<file path="config.mk">
export PLATFORM = sky130hd
export DESIGN_NAME = escr_rtc
export DESIGN_NICKNAME = d
export VERILOG_FILES = /design/src/rtl/escr_rtc.sv
export SDC_FILE = /design/constraint.sdc
export NUM_CORES = 1
export LEC_CHECK = 0
export ABC_AREA = 1
export BUFFER_PORTS_ARGS = -buffer_cell sky130_fd_sc_hd__buf_2
export CAP_MARGIN = 5
export CORE_UTILIZATION = 59
export DETAILED_ROUTE_END_ITERATION = 6
export HOLD_SLACK_MARGIN = 0.1
export PLACE_DENSITY = 0.84
export SLEW_MARGIN = 20
export SYNTH_ARGS = -nofsm -noshare
export SYNTH_HDL_FRONTEND = slang
export SYNTH_SLANG_ARGS = --single-unit
export TNS_END_PERCENT = 20
</file>
<file path="constraint.sdc">
create_clock -name clk -period 3.55 [get_ports clk]
set_clock_uncertainty 0.05 [all_clocks]
set_input_delay 0.355 -clock clk [delete_from_list [all_inputs] [get_ports clk]]
set_output_delay 0.355 -clock clk [all_outputs]
set_load 0.01 [all_outputs]
</file>
<file path="src/rtl/escr_rtc.sv">
// ============================================================================
// escr_rtc -- write sequencer for a multiplexed address/data bus RTC
//
// When a write is requested, this block pushes the time/date registers to
// the RTC one register per bus transaction. If the timer option is built in,
// it also pushes the timer registers. It then writes the transfer command
// last, so the RTC commits everything at once.
//
// The block sits beside the RTC read sequencer. Both share the RTC control
// pins and the tri-state data buffer through a mux at the top level. Register
// values come from the register bank: this block drives a select index (sel),
// and the bank answers combinationally on dato_in.
//
// Each transaction has four bus phases of T_PH cycles each:
//   ADDR : a_d=0 cs=0 wr=0, register address on dato_out
//   GAP1 : a_d=cs=wr=1, address still held on dato_out
//   DATA : a_d=1 cs=0 wr=0, data latched from dato_in on entry
//          (CMD_DATA on the final transaction)
//   GAP2 : a_d=cs=wr=1; the buffer is released in the last GAP2 cycle
//
// Compile-time option:
//   RTC_TIMER_WR_EN  when defined, timer registers tseg/tmin/thora
//                    (idx 6-8, addresses 8'h41-8'h43) are written before the
//                    command: 10 transactions. When undefined, only idx 0-5
//                    are written and then the command: 7 transactions.
//
// Parameters:
//   T_PH      cycles per bus phase (>= 2)
//   CMD_ADDR  transfer-command address (final transaction)
//   CMD_DATA  transfer-command data
//
// Ports:
//   clk            system clock
//   reset          synchronous, active-low reset
//   escribir       write request (level); only looked at while idle
//   dato_in        register-bank value for index sel
//   sel            register index: 0 seg,1 min,2 hora,3 dia,4 mes,5 anio,
//                  6 tseg,7 tmin,8 thora
//   dato_out       value driven onto the RTC AD bus (address or data)
//   a_d,cs,rd,wr   RTC control strobes, active-low (a_d=0 is address phase)
//   buffer_activo  tri-state enable for the shared AD buffer
//   ocupado        busy from the first ADDR cycle until DONE
//   listo          sequence complete; held until escribir drops
// ============================================================================
module escr_rtc #(
    parameter int unsigned T_PH     = 10,
    parameter logic [7:0]  CMD_ADDR = 8'hF1,
    parameter logic [7:0]  CMD_DATA = 8'h00
) (
    input  logic       clk,
    input  logic       reset,
    input  logic       escribir,
    input  logic [7:0] dato_in,
    output logic [3:0] sel,
    output logic [7:0] dato_out,
    output logic       a_d,
    output logic       cs,
    output logic       rd,
    output logic       wr,
    output logic       buffer_activo,
    output logic       ocupado,
    output logic       listo
);

`ifdef RTC_TIMER_WR_EN
    localparam int unsigned N_REG = 9;
`else
    localparam int unsigned N_REG = 6;
`endif
    // One transaction per register plus the trailing transfer command.
    localparam int unsigned N_TX = N_REG + 1;

    localparam int unsigned   PW      = (T_PH > 2) ? $clog2(T_PH) : 1;
    localparam logic [PW-1:0] PH_LAST = PW'(T_PH - 1);
    localparam logic [PW-1:0] PH_PRE  = PW'(T_PH - 2);
    localparam logic [3:0]    TX_LAST = 4'(N_TX - 1);
    localparam logic [3:0]    SEL_END = 4'(N_REG);

    typedef enum logic [2:0] {
        IDLE,
        ADDR,
        GAP1,
        DATA,
        GAP2,
        DONE
    } state_t;

    state_t        state_reg;
    logic [PW-1:0] phase_reg;
    logic [3:0]    tx_reg;
    logic [3:0]    tx_next;
    logic          phase_end;
    logic          tx_is_last;

    // ------------------------------------------------------------------------
    // Address table, indexed by transaction number. The table has 16 entries
    // so the 4-bit transaction counter can index it directly. Entries past
    // the last register all read as the command address. Only the entry at
    // N_TX-1 is ever used for the command.
    // ------------------------------------------------------------------------
    logic [7:0] addr_rom [16];

    generate
        for (genvar gi = 0; gi < 16; gi++) begin : g_addr_rom
            if (gi >= N_TX - 1) begin : g_cmd
                assign addr_rom[gi] = CMD_ADDR;
            end else if (gi < 6) begin : g_clock
                assign addr_rom[gi] = 8'(8'h21 + gi);
            end else begin : g_timer
                assign addr_rom[gi] = 8'(8'h41 + (gi - 6));
            end
        end
    endgenerate

    assign phase_end  = (phase_reg == PH_LAST);
    assign tx_is_last = (tx_reg == TX_LAST);
    assign tx_next    = tx_reg + 4'd1;

    // The write sequencer never reads from the RTC.
    assign rd = 1'b1;

    // ------------------------------------------------------------------------
    // Sequencer. All outputs are registered and are updated on the same edge
    // as the state they belong to. Because of this, each phase lasts exactly
    // T_PH cycles on the pins.
    // ------------------------------------------------------------------------
    always_ff @(posedge clk) begin
        if (!reset) begin
            state_reg     <= IDLE;
            phase_reg     <= '0;
            tx_reg        <= '0;
            sel           <= 4'd0;
            dato_out      <= 8'h00;
            a_d           <= 1'b1;
            cs            <= 1'b1;
            wr            <= 1'b1;
            buffer_activo <= 1'b0;
            ocupado       <= 1'b0;
            listo         <= 1'b0;
        end else begin
            unique case (state_reg)
                IDLE: begin
                    if (escribir) begin
                        state_reg     <= ADDR;
                        phase_reg     <= '0;
                        tx_reg        <= 4'd0;
                        sel           <= 4'd0;
                        dato_out      <= addr_rom[0];
                        a_d           <= 1'b0;
                        cs            <= 1'b0;
                        wr            <= 1'b0;
                        buffer_activo <= 1'b1;
                        ocupado       <= 1'b1;
                        listo         <= 1'b0;
                    end
                end

                ADDR: begin
                    if (phase_end) begin
                        state_reg <= GAP1;
                        phase_reg <= '0;
                        a_d       <= 1'b1;
                        cs        <= 1'b1;
                        wr        <= 1'b1;
                    end else begin
                        phase_reg <= phase_reg + 1'b1;
                    end
                end

                GAP1: begin
                    if (phase_end) begin
                        state_reg <= DATA;
                        phase_reg <= '0;
                        cs        <= 1'b0;
                        wr        <= 1'b0;
                        // Data is captured once, here. Any later movement on
                        // dato_in does not reach the bus.
                        dato_out  <= tx_is_last ? CMD_DATA : dato_in;
                    end else begin
                        phase_reg <= phase_reg + 1'b1;
                    end
                end

                DATA: begin
                    if (phase_end) begin
                        state_reg <= GAP2;
                        phase_reg <= '0;
                        cs        <= 1'b1;
                        wr        <= 1'b1;
                    end else begin
                        phase_reg <= phase_reg + 1'b1;
                    end
                end

                GAP2: begin
                    if (phase_end) begin
                        phase_reg <= '0;
                        if (tx_is_last) begin
                            state_reg     <= DONE;
                            dato_out      <= 8'h00;
                            buffer_activo <= 1'b0;
                            ocupado       <= 1'b0;
                            listo         <= 1'b1;
                        end else begin
                            state_reg     <= ADDR;
                            tx_reg        <= tx_next;
                            // The command transaction keeps the last
                            // register index, so sel stays inside the bank.
                            if (tx_next < SEL_END) begin
                                sel <= tx_next;
                            end
                            dato_out      <= addr_rom[tx_next];
                            a_d           <= 1'b0;
                            cs            <= 1'b0;
                            wr            <= 1'b0;
                            buffer_activo <= 1'b1;
                        end
                    end else begin
                        phase_reg <= phase_reg + 1'b1;
                        // Release the buffer one cycle before the
                        // transaction ends. This leaves a turnaround cycle
                        // for whoever drives the shared bus next.
                        if (phase_reg == PH_PRE) begin
                            buffer_activo <= 1'b0;
                        end
                    end
                end

                DONE: begin
                    // Holding here while the request is still high keeps a
                    // level request from starting a second sequence.
                    if (!escribir) begin
                        state_reg <= IDLE;
                        listo     <= 1'b0;
                    end
                end

                default: begin
                    state_reg <= IDLE;
                end
            endcase
        end
    end

endmodule

</file>
== Word-level counts from Yosys, hierarchy flattened ==
Memory sizes are Yosys's and may differ from the RTL's.
Cells that the tools add are included.

* Register bits after elaboration: 28
* Input bits: 11
* Logic and storage cells: 99
* Memories: 1
* Output and inout bits: 19
* Bits in read-only memories: 128

{| class="wikitable"
|+ Memories
! memory !! words !! bits a word !! rd ports !! clocked after Yosys merged registers in !! wr ports !! line !! text
|-
| (name not given) || 16 || 8 || 1 || 0 || 0 || 212 || <nowiki>dato_out <= addr_rom[tx_next];</nowiki>
|}

* Reductions and logical operators: 19
* $lt $le $gt $ge: 2
* $add $sub $neg: 2
* Equality and inequality tests: 19
* Mux-type cells: 45
* Bitwise logic cells: 1

{| class="wikitable"
|+ Operators by type and width
! cell !! number
|-
| $mux W8 || 7
|-
| $mux W4 || 7
|-
| $pmux W4 S2 || 3
|-
| $pmux W8 S3 || 1
|-
| $mux W3 || 7
|-
| $ne A2 B2 Y1 const B || 9
|-
| $pmux W3 S6 || 1
|-
| $reduce_and A5 Y1 || 3
|-
| $mux W1 || 14
|-
| $reduce_and A4 Y1 || 3
|-
| $reduce_and A6 Y1 || 2
|-
| $reduce_bool A3 Y1 || 3
|-
| $add A4 B1 Y4 const B || 2
|-
| $eq A4 B4 Y1 const B || 2
|-
| $eq A3 B2 Y1 const B || 2
|-
| $eq A3 B3 Y1 const B || 2
|-
| $pmux W1 S3 || 2
|-
| $ge A5 B5 Y1 const B || 1
|-
| $not A4 Y5 || 1
|-
| $eq A4 B3 Y1 const B || 1
|-
| $lt A4 B3 Y1 const B || 1
|-
| $pmux W1 S2 || 2
|-
| $pmux W1 S4 || 1
|-
| $reduce_bool A2 Y1 || 2
|-
| 9 further kinds || 9
|}

== Logic depth before layout (Yosys ltp) ==
* Depth in word-level cells: 8
* Depth in mapped cells: 11

== Least setup slack after synthesis ==
No wires, ideal clock.

* Path type: reg-to-reg
* Start: register tx_reg[0]
* End: register sel[0]
* Path slack: 2002 ps
* Required time: 3385 ps
* Data arrival time: 1383 ps
* Path buffers: 0
* Cell stages (with the launch flop): 11
* Period minus slack after synthesis: 1548 ps
* Library setup time: 115 ps
* Path through: dfxtp_1 inv_1 ha_1 nand3_1 inv_1 nand2_2 nand3_4 inv_2 nand3_1 nand2_1 nor2_1

* Cells in the longest elaborated chain, start to end: 5

{| class="wikitable"
|+ Ends and longest elaborated chain
! element !! line !! text
|-
| from (decl) || 90 || <nowiki>logic [3:0] tx_reg;</nowiki>
|-
| from (signal assigned) || 206 || <nowiki>tx_reg <= tx_next;</nowiki>
|-
| parallel branches: the longest is 5 deep, another holds $add A4 B1 Y4 || n/a ||
|-
| to (signal assigned) || 210 || <nowiki>sel <= tx_next;</nowiki>
|-
| to (decl) || 54 || <nowiki>output logic [3:0] sel,</nowiki>
|}

Several ways; the timed one is not identified. The select of a mux whose other input is x is not followed.
A chain may end at the register's enable or synchronous reset.

== Final worst setup path ==
* Start: register tx_reg[0]
* End: register sel[2]

The elaborated chain is that of the path after synthesis.

==> metrics.md <==
| Metric | Value |
|---|---|
| CTS Root Cell | `clkbuf_4` |
| Die width | `around 55 um` |
| Hold Crit Endpoint | `dato_out[3]` |
| Ant diodes | `0` |
| Synth top area share | `0.344` |
| Synthesized area | `0.00163 sq mm` |
| Placed Cells | `between 300 and 400` |
| Sequential cell area fraction in the yosys report | `0.344` |
| Synthesis-to-finish area growth | `11.2%` |
| Tcrit/Tclk final | `0.512` |
| CP peak stage delay | `just under 0.5 ns` |
| Worst hold slack | `0.204 ns` |
| Antenna violations before repair | `0` |
| CTS Buf Count | `3` |
| Input/output buffers | `28` |
| Endpoints failing setup | `0` |
| Cell taking the most area after synthesis | `dfxtp_1` |
| Die area | `between 0.002 and 0.003 sq mm` |
| WHS Path Cells | `3` |
| Largest net degree at the start of global routing | `16` |
| Synth warn | `0` |
| Worst Path Arrival | `2.01 ns` |
| Worst VDD drop | `0.000522 V` |
| Via count | `1652` |
| Total clock sinks | `28` |
| Unrepaired setup endpoints after global routing | `false` |
| Mapped Cells | `250` |
| Hold Startpoint | `dato_in[3]` |
| Final hold violations | `0` |
| Dominant synthesized flop cell | `dfxtp_1` |
| Critical path fanouts, max | `9` |
| Synthesized Nets | `around 270` |
| Postcts setup bufs | `0` |
| Reg-to-reg slack, setup | `1.73 ns` |
| Max reg flops | `8` |
| Worst Hold Class | `input pin to flip-flop` |
| Yosys cell types | `25` |
| Outcome | `completed` |
| Biggest register | `dato_out` |
| CTS Hold Bufs | `0` |
| Reg-to-Reg End | `sel[2]` |
| Antenna Nets Post-Route | `0` |
| Critical path origin | `tx_reg[0]` |
| Die height | `54.6 um` |
| Routability Congestion | `0.954` |
| P_leak | `0.912 nW` |
| Maximum Capacitance Violations | `0` |
| Resized Gates After CTS | `0` |
| DRC | `0` |
| Post-layout minimum cycle time | `1.82 ns` |
| Clk slew on worst S/H paths | `approximately 0.15 ns` |
| CP max-delay cell | `dfxtp_1` |
| Via/cell ratio | `between 5 and 6` |
| Required time of the critical path | `3.75 ns` |
| Vias in the first global route | `around 1400` |
| Clk_lat worst skew | `0.33 ns` |
| Routed wire length | `3550 um` |
| Layout cells sized above 1 | `0.199` |
| DR iter-0 viols | `53` |
| Pre-Repair DR Iteration Count | `4` |
| Most frequent cell after synthesis | `nand2_1` |
| CP cell instances | `inv_1 -> ha_1 -> nand3_1 -> inv_1 -> nand2_2 -> nand3_4 -> inv_2 -> nand3_1 -> nand2_1 -> nor2_1` |
| Synth Register Bits | `28` |
| Layout Utilization | `0.712` |
| Kind of end point of the critical path | `flip-flop` |
| Max Freq | `around 550 MHz` |
| Largest cells by area after synthesis | `dfxtp_1 34%, nand2_1 18%, a21oi_1 6.4%, nor2_1 6.4%, inv_1 5.3%` |
| Num rows | `18` |
| PD cells | `just over 800 mW/mm^2` |
| Core Area | `0.00254 sq mm` |
| TritonCTS clock tree | `built` |
| Worst Reg-to-Reg Cells | `10` |
| # H-tree levels | `1` |
| Kind of critical path | `flip-flop to flip-flop` |
| Nets | `293` |
| Global route overflow | `0` |
| Setup TNS | `0 ns` |
| Syn Area/Cell | `6.52 sq um` |
| DP HPWL | `2710 um` |
| Synth cell count leaders | `77 x nand2_1, 28 x dfxtp_1, 28 x nor2_1` |
| Detailed-route wire length per cell | `11.6 um` |
| CP Launch Type | `flip-flop` |
| Number of flops mapped to enable cells by yosys | `0` |
| Pins Over Slew Limit | `0` |
| First-pass GRT wire length | `5770 um` |
| Fin cells | `between 300 and 400` |
| Layout fillers | `around 250` |
| Starting density of the core | `0.641` |
| Gr usage total | `0.267` |
| I/O pins | `30` |
| Async S/R FF share, synth | `0` |
| Clock Path Buffers | `2` |
| Reg-to-reg critical path startpoint | `tx_reg[0]` |
placed cells by master, fill, tap and decap left out:
cell and count:
nand2_2 5, clkbuf_4 3, nor2_8 1, nor2_1 28, nor3_1 3, a21oi_1 21, nand4_1 4, nand3_2 1
dfxtp_1 28, o21a_1 1, nor2_2 3, inv_1 23, o21ai_0 13, nor3b_1 1, nor2_4 2, nand2_1 77
nand2_4 4, nand3_1 17, nor4_1 1, nand3_4 1, clkbuf_8 1, ha_1 4, conb_1 1, buf_2 28
inv_2 6
area by class of cell:
type	instances	area, sq um	share of cell area
clock buffer	4	36.3	0.0200
inverter	29	109	0.0600
multi-input combinational	188	930	0.513
sequential	28	561	0.309
tap	30	37.5	0.0207
timing repair buffer	28	140	0.0773
critical path: cells and delay by family (launching register included):
kind | cells | cell delay, ns
adder cells (fa/ha/maj) | 1 | 0.22
buffers and inverters | 3 | 0.39
flip-flops | 1 | 0.49
AND/OR/NAND/NOR | 6 | 0.59
kinds of logic after synthesis:
family,Yosys count,share of synthesized area
compound gates,35,0.109
fa+ha+maj,4,0.0307
buf+inv,34,0.0859
flops,28,0.344
other cells,1,0.00230
simple gates,148,0.428
metal layers:
metal	wire length [um]	global-route usage
met2	1680	0.470
met5	0	0
met4	78	0.107
met1	1590	0.319
met3	209	0.0417
metrics by stage:
step           power, mW  cell area, sq um  setup slack [ns]
2_1_floorplan       1.15              1630              2.00
3_3_place_gp        1.33              1780              1.90
3_5_place_dp        1.34              1780              1.80
4_1_cts             1.50              1810              1.76
5_1_grt             1.64              1810              1.59
6_report            1.50              1810              1.73
worst max-delay path by stage:
| stage | slack (ns) | to | cells past startpoint |
|---|---|---|---|
| global route | 1.59 | sel[0] | 10 |
| global placement | 1.90 | sel[1] | 10 |
| floorplan | 2.00 | sel[0] | 10 |
| CTS | 1.76 | sel[2] | 10 |
| detailed placement | 1.80 | sel[2] | 10 |
| finish | 1.73 | sel[2] | 10 |
power breakdown:
| group | switching, mW | internal [mW] |
|---|---|---|
| registers | 0.0862 | 0.409 |
| clock network | 0.0932 | 0.0628 |
| logic | 0.550 | 0.296 |
No activity file was read; power rests on OpenSTA's default activity.
